===== src/rtl/interrupt_timer_pkg.sv =====
// Shared definitions for the 68000 bus interrupt timer: register map,
// control/status bit positions, bus FSM encoding and IACK address match.
package interrupt_timer_pkg;

  localparam int unsigned DATA_W = 16;
  localparam int unsigned ADDR_W = 24;

  // Register select is the word index ADDR_IN[3:1]
  localparam logic [2:0] REG_CTRL   = 3'd0;
  localparam logic [2:0] REG_RELOAD = 3'd1;
  localparam logic [2:0] REG_COUNT  = 3'd2;
  localparam logic [2:0] REG_STATUS = 3'd3;

  localparam int unsigned CTRL_EN     = 0;
  localparam int unsigned CTRL_IE     = 1;
  localparam int unsigned CTRL_ONESHOT = 2;
  localparam int unsigned STATUS_PEND = 0;

  // Interrupt-acknowledge cycles drive A23..A4 all high
  localparam logic [19:0] IACK_ADDR_HI = 20'hFFFFF;

  typedef enum logic [1:0] {
    ST_IDLE = 2'd0,
    ST_ACK  = 2'd1,
    ST_WAIT = 2'd2
  } bus_state_e;

  typedef struct packed {
    logic oneshot;
    logic ie;
    logic en;
  } ctrl_t;

endpackage


===== src/rtl/interrupt_timer_tick_prescaler.sv =====
// Divides the CPU clock by PRESCALE; tick is high for the one cycle in
// which the counter sits at its last value while enabled.
module interrupt_timer_tick_prescaler #(
  parameter int unsigned PRESCALE = 8
) (
  input  logic clk,
  input  logic rst,
  input  logic enable,
  input  logic clear,
  output logic tick
);

  localparam int unsigned CNT_W = (PRESCALE > 1) ? $clog2(PRESCALE) : 1;
  localparam logic [CNT_W-1:0] LAST = CNT_W'(PRESCALE - 1);

  logic [CNT_W-1:0] cnt;

  always_ff @(posedge clk or posedge rst) begin
    if (rst) begin
      cnt <= '0;
    end else if (!enable || clear || (cnt == LAST)) begin
      cnt <= '0;
    end else begin
      cnt <= cnt + CNT_W'(1);
    end
  end

  assign tick = enable && !clear && (cnt == LAST);

endmodule


===== src/rtl/interrupt_timer.sv =====
// Memory-mapped 16-bit periodic/one-shot timer with an autovectored
// interrupt on the 68000 bus; acknowledges its own register and IACK cycles.
module interrupt_timer
  import interrupt_timer_pkg::*;
#(
  parameter logic [23:0] BASE_ADDR = 24'hFF0000,
  parameter logic [2:0]  IRQ_LEVEL = 3'd6,
  parameter int unsigned PRESCALE  = 8
) (
  input  logic              CPUCLK_IN,
  input  logic              RESET_IN,
  input  logic              AS_IN,
  input  logic              WR_IN,
  input  logic              UDS_IN,
  input  logic              LDS_IN,
  input  logic [ADDR_W-1:0] ADDR_IN,
  input  logic [DATA_W-1:0] DATA_IN,
  output logic [DATA_W-1:0] DATA_OUT,
  output logic              DATA_OE,
  output logic              DTACK,
  output logic              AVEC,
  output logic [2:0]        IPL
);

  bus_state_e        state, state_d;
  logic              iack_q, iack_d;
  logic              dtack_d, avec_d, oe_d;
  logic [DATA_W-1:0] data_d, rd_mux;

  ctrl_t             ctrl;
  logic [DATA_W-1:0] reload_q, count_q;
  logic              pend_q;

  logic              hit_c, iack_c, wr_c, iack_commit_c;
  logic [2:0]        reg_sel;
  logic              ctrl_wr_lo, en_rise, tick, tick_eff, wrap, pend_clr;
  logic              unused_addr0;

  assign unused_addr0 = ADDR_IN[0];
  assign reg_sel      = ADDR_IN[3:1];

  assign hit_c  = AS_IN && (UDS_IN || LDS_IN) && (ADDR_IN[23:4] == BASE_ADDR[23:4]);
  assign iack_c = AS_IN && !WR_IN && (ADDR_IN[23:4] == IACK_ADDR_HI)
                  && (ADDR_IN[3:1] == IRQ_LEVEL);

  assign wr_c          = (state == ST_IDLE) && hit_c && !iack_c && WR_IN;
  assign iack_commit_c = (state == ST_IDLE) && iack_c;

  // Register read mux; unmapped offsets read zero
  always_comb begin
    rd_mux = '0;
    case (reg_sel)
      REG_CTRL:   rd_mux = DATA_W'(ctrl);
      REG_RELOAD: rd_mux = reload_q;
      REG_COUNT:  rd_mux = count_q;
      REG_STATUS: rd_mux[STATUS_PEND] = pend_q;
      default:    rd_mux = '0;
    endcase
  end

  // Bus FSM next state; outputs lag the state by one edge
  always_comb begin
    state_d = state;
    iack_d  = iack_q;
    dtack_d = 1'b0;
    avec_d  = 1'b0;
    oe_d    = 1'b0;
    data_d  = DATA_OUT;
    case (state)
      ST_IDLE: begin
        if (iack_c) begin
          state_d = ST_ACK;
          iack_d  = 1'b1;
          data_d  = '0;
        end else if (hit_c) begin
          state_d = ST_ACK;
          iack_d  = 1'b0;
          data_d  = WR_IN ? '0 : rd_mux;
        end
      end
      ST_ACK: begin
        if (!AS_IN) begin
          state_d = ST_WAIT;
        end else begin
          dtack_d = !iack_q;
          avec_d  = iack_q;
          oe_d    = !iack_q && !WR_IN;
        end
      end
      ST_WAIT: state_d = ST_IDLE;
      default: state_d = ST_IDLE;
    endcase
  end

  always_ff @(posedge CPUCLK_IN or posedge RESET_IN) begin
    if (RESET_IN) begin
      state    <= ST_IDLE;
      iack_q   <= 1'b0;
      DTACK    <= 1'b0;
      AVEC     <= 1'b0;
      DATA_OE  <= 1'b0;
      DATA_OUT <= '0;
    end else begin
      state    <= state_d;
      iack_q   <= iack_d;
      DTACK    <= dtack_d;
      AVEC     <= avec_d;
      DATA_OE  <= oe_d;
      DATA_OUT <= data_d;
    end
  end

  assign ctrl_wr_lo = wr_c && (reg_sel == REG_CTRL) && LDS_IN;
  assign en_rise    = ctrl_wr_lo && DATA_IN[CTRL_EN] && !ctrl.en;
  // A CTRL write that stops the timer swallows a coincident tick
  assign tick_eff   = tick && !(ctrl_wr_lo && !DATA_IN[CTRL_EN]);
  assign wrap       = tick_eff && (count_q == '0);
  assign pend_clr   = (wr_c && (reg_sel == REG_STATUS) && LDS_IN && DATA_IN[STATUS_PEND])
                      || iack_commit_c;

  interrupt_timer_tick_prescaler #(
    .PRESCALE (PRESCALE)
  ) u_prescaler (
    .clk    (CPUCLK_IN),
    .rst    (RESET_IN),
    .enable (ctrl.en),
    .clear  (en_rise),
    .tick   (tick)
  );

  // Timer registers; a tick setting PEND outranks any clear on the same edge
  always_ff @(posedge CPUCLK_IN or posedge RESET_IN) begin
    if (RESET_IN) begin
      ctrl     <= '0;
      reload_q <= '0;
      count_q  <= '0;
      pend_q   <= 1'b0;
      IPL      <= 3'd0;
    end else begin
      if (ctrl_wr_lo) begin
        ctrl <= ctrl_t'(DATA_IN[$bits(ctrl_t)-1:0]);
      end else if (wrap && ctrl.oneshot) begin
        ctrl.en <= 1'b0;
      end

      if (wr_c && (reg_sel == REG_RELOAD)) begin
        if (UDS_IN) reload_q[15:8] <= DATA_IN[15:8];
        if (LDS_IN) reload_q[7:0]  <= DATA_IN[7:0];
      end

      if (en_rise) begin
        count_q <= reload_q;
      end else if (tick_eff) begin
        count_q <= wrap ? reload_q : count_q - DATA_W'(1);
      end

      if (wrap) begin
        pend_q <= 1'b1;
      end else if (pend_clr) begin
        pend_q <= 1'b0;
      end

      IPL <= (pend_q && ctrl.ie) ? IRQ_LEVEL : 3'd0;
    end
  end

endmodule


===== config.mk =====
export PLATFORM = sky130hd
export DESIGN_NAME = interrupt_timer
export DESIGN_NICKNAME = d
export VERILOG_FILES = /design/src/rtl/interrupt_timer_pkg.sv /design/src/rtl/interrupt_timer_tick_prescaler.sv /design/src/rtl/interrupt_timer.sv
export SDC_FILE = /design/constraint.sdc
export NUM_CORES = 1
export LEC_CHECK = 0
export ABC_AREA = 0
export CAP_MARGIN = 20
export CORE_MARGIN = 2
export CORE_UTILIZATION = 46
export CTS_CLUSTER_SIZE = 12
export DETAILED_ROUTE_END_ITERATION = 8
export HOLD_SLACK_MARGIN = 0.03
export PLACE_DENSITY = 0.83
export SETUP_SLACK_MARGIN = 0.4
export SKIP_LAST_GASP = 1
export SLEW_MARGIN = 20
export SYNTH_ARGS = -nofsm -noshare
export SYNTH_HDL_FRONTEND = slang
export SYNTH_SLANG_ARGS = --single-unit

===== constraint.sdc =====
create_clock -name CPUCLK_IN -period 3 [get_ports CPUCLK_IN]
set_clock_uncertainty 0.15 [all_clocks]
set_input_delay 0.6 -clock CPUCLK_IN [delete_from_list [all_inputs] [get_ports CPUCLK_IN]]
set_output_delay 0.6 -clock CPUCLK_IN [all_outputs]
set_load 0.05 [all_outputs]

==> results of run 1 <==
cells in the final DEF (no fill, tap or decap), types with 7 or more instances in the layout:
master           count
mux2_2              18
a21oi_1              9
nand3_1             13
buf_4               40
dfrtp_1             62
clkdlybuf4s50_1     46
buf_2                7
nor2_1              14
a22oi_1             13
inv_1                7
or4_4                7
buf_6               15
o21ai_0             25
clkbuf_8            12
nand2_1             34
nor3_1              10
metrics by stage:
step / TNS (ns) / setup slack (ns)
3_3_place_gp: -8.28 / -0.583
2_1_floorplan: -0.0893 / -0.0303
6_report: 0 / 0.107
5_1_grt: 0 / 0.0802
3_5_place_dp: -9.50 / -0.644
4_1_cts: 0 / 0.113
worst reg2reg max path: stages, from the launching register on:
cell and delay, ns:
dfrtp_1 0.38, or4_4 0.58, or3_4 0.43, o31ai_4 0.27
nor3b_4 0.28, buf_4 0.16, buf_6 0.10, mux2i_1 0.20
a21oi_1 0.09
state kept, by name (all words and copies together) (netlist names):
signal           flops
u_prescaler.cnt      3
iack_q               1
AVEC                 1
count_q             16
DATA_OUT            16
IPL                  1
pend_q               1
state                2
DATA_OE              1
DTACK                1
reload_q            16
ctrl                 3
logic make-up after synthesis:
kind of cell / after synthesis / share of synthesized area [%]
AND/OR/NAND/NOR: 124 / 21.7
buffers and inverters: 24 / 4.02
flip-flops: 62 / 48.9
multiplexers: 24 / 8.76
other: 1 / 0.118
AO/OA/AOI/OAI: 73 / 15.3
adder cells (fa/ha/maj): 3 / 1.18
cell type report:
cell class	instances	area (um2)
flip-flops and latches	62	1550
well taps	80	100
fillers	456	2190
repair buffers	117	1050
clock inverters	3	17.5
clock buffers	13	169
inverters	8	30.0
multi-input cells	227	1610
worst max path at each step:
stage                start  depth (start not counted)     endpoint
6_report       ADDR_IN[15]                          7   count_q[2]
5_1_grt        ADDR_IN[15]                          7   count_q[2]
4_1_cts         ADDR_IN[3]                          7   count_q[2]
3_5_place_dp    ADDR_IN[5]                          8  count_q[12]
3_3_place_gp    ADDR_IN[5]                          8   count_q[7]
2_1_floorplan   ADDR_IN[5]                          6  count_q[11]
what timing repair did:
| item | CTS | global route |
|---|---|---|
| gates cloned | 2 | 0 |
| pin swaps | 23 | 12 |
| endpoints found under the setup margin | 42 | 18 |
| setup buffers | 11 | 1 |
| gates resized for setup | 80 | 14 |
report_power, final:
group          total [mW]  internal [mW]  leakage [nW]  switching, mW
Clock               0.697          0.365        0.0954          0.332
Sequential          0.836          0.836         0.841     0.00000242
Combinational       0.112         0.0611          1.06         0.0511
Total                1.64           1.26          1.99          0.383
routing by layer:
metal / wire length [um] / GRT usage, % / share of wire [%]
met4: 292 / 11.1 / 3.2
met3: 587 / 3.79 / 6.5
met1: 3760 / 31.6 / 41
met5: 0 / 0 / 0
met2: 4420 / 40.9 / 49
==> impl_metrics.toml, run 1 <==
[outcome]
outcome = "finished clean"

[critical_path]
rrSetupSlack_ns = 0.25
crit_chain = "buf_6 -> or4_4 -> or4_4 -> o21ba_4 -> or3_4 -> or4b_1 -> nand3_1"
crit_slowest_cell = "or4_4"
cp_top_family = "simple AND/OR/NAND/NOR gates"
start_kind = "primary input"
worst-r2r-cell-count = 8
path_max_fanout = 5
crit_type = "primary input to register"
r2r-end = "count_q[12]"
arrival_ns = 3.03
critPathBufInv = 1
cp-end-kind = "register"
cpPeakStageDelay_ns = 0.55
cp_common_cell = "or4_4"
cp_data_required_time_ns = 3.13
timing.rr.start = "count_q[6]"

[logic_synthesis]
syn_area_um2 = 3170
synthCells = 311
synth_cell_types = 48
synth_area_leaders = "dfrtp_1, mux2_2, o21ai_0, nand2_1, a22oi_1"
yosys_warnings = 0
synthTopCellsByCount = "dfrtp_1, nand2_1, o21ai_0"
synth_edf_count = 0
synthFlopType = "dfrtp_1"
syn_area_per_cell_um2 = 10.2
synth.net_count = 360
synth_area_leader_cell = "dfrtp_1"
synth.most_common_cell = "dfrtp_1"
synth_top_cell_area_share_pct = 48.9
synthArstFlopShare_pct = 100
ys_ff_latch = 62
ys_seq_area_share_pct = 48.9

[detailed_routing]
antenna_left = 0
wirelength_mm = 9.06
vias_per_cell = 6.05
drtIter0Drc = 375
wire_per_inst_um = 17.8
drc_errors = 0
drt_first_pass_iters = 5
dr_total_vias = 3086

[sta]
finalHoldViolCount = 0
fin_crit_sh_pct = 96.4
max_slew.worst_pin.slew_ns = 0.682
whs_ns = 0.291
drv_slew = 0
fmax_ghz = 0.346
period_needed_ns = 2.89
maxSlewHeadroom_pct = 54.4
rsz0062_at_grt = "true"
setup_viol = 0

[global_route]
grt-ovfl-total = 0
grt_pass1_vias = 3088
grt_start_max_net_pins = 34
gr-usage-all-layers_pct = 24.6
antenna_found_initial = 0
grt_pass1_wl_mm = 14.7

[floorplan]
die_w_um = 87.0
initial_core_util_pct = 47.2
io_pins = 68
rows = 30
dieArea_um2 = 7580
die_y_um = 87.0
coreArea_um2 = 6720

[clock_network]
clkTransAtPathRegs_ns = 0.07
root_buffer = "clkbuf_8"
clk-insertion-delay-late_ns = 0.35
cts_max_level = 3
postCtsHoldBufs = 0
cts_tree = "yes"
numCtsBuffers = 9
cts.sinks = 62
clock_path_buffers = 2

[placement]
gp_congestion = 0.906
hpwl_mm = 5.98
dpl_cell_area_um2 = 4140
place_inst = 480
place.port_buffers = 65

[cells_and_area]
stdcell_area_um2 = 4530
syn_to_final_growth_pct = 42.9
nets = 474
num_antenna_cells = 0
drive_gt1_share_pct = 29.5
fin_util_pct = 67.4
final_cells = 510

[hold_path]
hp-start = "u_prescaler.cnt[0]"
min_to = "u_prescaler.cnt[0]"
hold_path_depth = 1
worstHoldPathType = "register to register"

[pwr]
power.density_nw_per_um2 = 363
power.total_mw = 1.64
vdd_ir_drop_max_mv = 0.235
p_leak_nw = 1.99

[run]
cap_violations = 0
Note: power is estimated with default switching activity, not from simulation.
==> run 2: changes to the inputs <==
--- a/config.mk
+++ b/config.mk
@@ -12,6 +12,7 @@
 export CTS_CLUSTER_SIZE = 12
 export DETAILED_ROUTE_END_ITERATION = 8
 export HOLD_SLACK_MARGIN = 0.03
+export MAX_ROUTING_LAYER = met4
 export PLACE_DENSITY = 0.83
 export SETUP_SLACK_MARGIN = 0.4
 export SKIP_LAST_GASP = 1
==> impl_metrics.toml, run 2 (synthesis results as in run 1) <==
[sta]
fin_tns_setup_ns = 0
setup_viol = 0
fmax_ghz = 0.343
fin_crit_sh_pct = 97.3
fin_ws_ns = 0.0808
maxSlewHeadroom_pct = 54.8
drv_slew = 0
period_needed_ns = 2.92
max_slew.worst_pin.slew_ns = 0.671
finalHoldViolCount = 0
whs_ns = 0.292
rsz0062_at_grt = "true"

[clock_network]
clock_path_buffers = 2
root_buffer = "clkbuf_8"
clkTransAtPathRegs_ns = 0.07
cts_max_level = 3
numCtsBuffers = 9
clk-insertion-delay-late_ns = 0.35
cts.sinks = 62
cts_tree = "yes"

[detailed_routing]
wire_per_inst_um = 18.0
wl_met3_um = 584
drc_errors = 0
dr_total_vias = 3045
drt_first_pass_iters = 5
wl_met2_mm = 4.66
met1Wirelength_mm = 3.83
wirelength_mm = 9.25
antenna_left = 0
vias_per_cell = 5.92
drtIter0Drc = 327
top_layer_used = "met4"

[cells_and_area]
syn_to_final_growth_pct = 46.3
nets = 478
stdcell_area_um2 = 4640
largestRegisters = "DATA_OUT: 16 flops, count_q: 16 flops, reload_q: 16 flops"
layout_common_cells = "dfrtp_1, clkdlybuf4s50_1, buf_4"
layout_commonest_cell = "dfrtp_1"
drive_gt1_share_pct = 31.8
fin_util_pct = 69.1
num_antenna_cells = 0
fill_cells = 460

[hold_path]
hp-start = "u_prescaler.cnt[0]"
hold_path_depth = 1
worstHoldPathType = "register to register"
min_to = "u_prescaler.cnt[0]"

[placement]
place.port_buffers = 65
hpwl_mm = 5.86
gp_congestion = 0.925
dpl_cell_area_um2 = 4130
pre_cts_ws_ns = -0.634

[critical_path]
timing.rr.start = "count_q[6]"
worst-r2r-cell-count = 7
rrSetupSlack_ns = 0.21
start_kind = "primary input"
path_max_fanout = 6
cp-end-kind = "register"
crit_type = "primary input to register"
r2r-end = "count_q[13]"
arrival_ns = 3.05
cp_data_required_time_ns = 3.14

[global_route]
gr-usage-all-layers_pct = 25.2
grt_pass1_wl_mm = 14.5
grt_start_max_net_pins = 32
grt-ovfl-total = 0
antenna_found_initial = 0
grt_pass1_vias = 2938

[run]
cap_violations = 0

[pwr]
p_leak_nw = 2.03
sw_frac_of_total_pct = 21.3
power.density_nw_per_um2 = 379
seq_power_share_pct = 47.5
comb_power_share_pct = 6.6
power.internal_mw = 1.39
clkPwrFrac_pct = 46.0
vdd_ir_drop_max_mv = 0.261
p_switching_mw = 0.375

[floorplan]
die_w_um = 87.0
io_pins = 68
dieArea_um2 = 7580
die_y_um = 87.0
coreArea_um2 = 6720
rows = 30
initial_core_util_pct = 47.2

[outcome]
outcome = "finished clean"
run 2: timing repair:
| item | 4_1_cts | 5_1_grt |
|---|---|---|
| pin swaps | 15 | 22 |
| buffers inserted | 9 | 7 |
| endpoints found under the setup margin | 42 | 41 |
| resized for setup | 75 | 33 |
| gates cloned | 0 | 1 |
| hold buffers | 0 | 0 |
run 2: worst max-delay path, stage by stage:
cell and delay [ns]:
buf_6 0.09, or4_4 0.53, or4_4 0.55, o21ba_4 0.25
or3_4 0.44, or4_4 0.50, nand3_2 0.08
run 2: metrics by stage:
step / std cells / power [mW]
floorplan: 311 / 0.889
global placement: 481 / 0.964
detailed placement: 481 / 0.966
CTS: 506 / 1.76
global route: 514 / 1.81
finish: 514 / 1.76
run 2: cell type report:
class / instances / area [um2] / share of cell area [%]
Clock buffer: 12 / 145 / 3.13
Clock inverter: 4 / 70.1 / 1.51
Inverter: 8 / 30.0 / 0.647
Multi-Input combinational cell: 226 / 1650 / 35.5
Sequential cell: 62 / 1550 / 33.4
Tap cell: 80 / 100 / 2.16
Timing Repair Buffer: 122 / 1090 / 23.6
run 2: worst max path at each step:
stage | cells after the start | end | from | slack (ns)
2_1_floorplan | 6 | count_q[11] | ADDR_IN[5] | -0.03
3_3_place_gp | 8 | count_q[7] | ADDR_IN[5] | -0.60
3_5_place_dp | 8 | count_q[7] | ADDR_IN[5] | -0.63
4_1_cts | 7 | count_q[2] | ADDR_IN[3] | 0.10
5_1_grt | 7 | count_q[11] | ADDR_IN[15] | 0.05
6_report | 7 | count_q[11] | ADDR_IN[15] | 0.08
run 2: routing by layer:
metal,up-vias,GRT usage (%)
li1,1390,-
met1,1501,32.1
met2,133,41.4
met3,21,4.45
met4,0,7.24
met5,-,-
run 2: power groups by stage:
stage                     Sequential, mW  Clock [mW]  Combinational [mW]
after CTS                          0.836       0.814               0.111
after detailed placement           0.852           0               0.115
after floorplan                    0.852           0              0.0372
final                              0.836       0.810               0.115
after global routing               0.835       0.854               0.125
after global placement             0.852           0               0.113
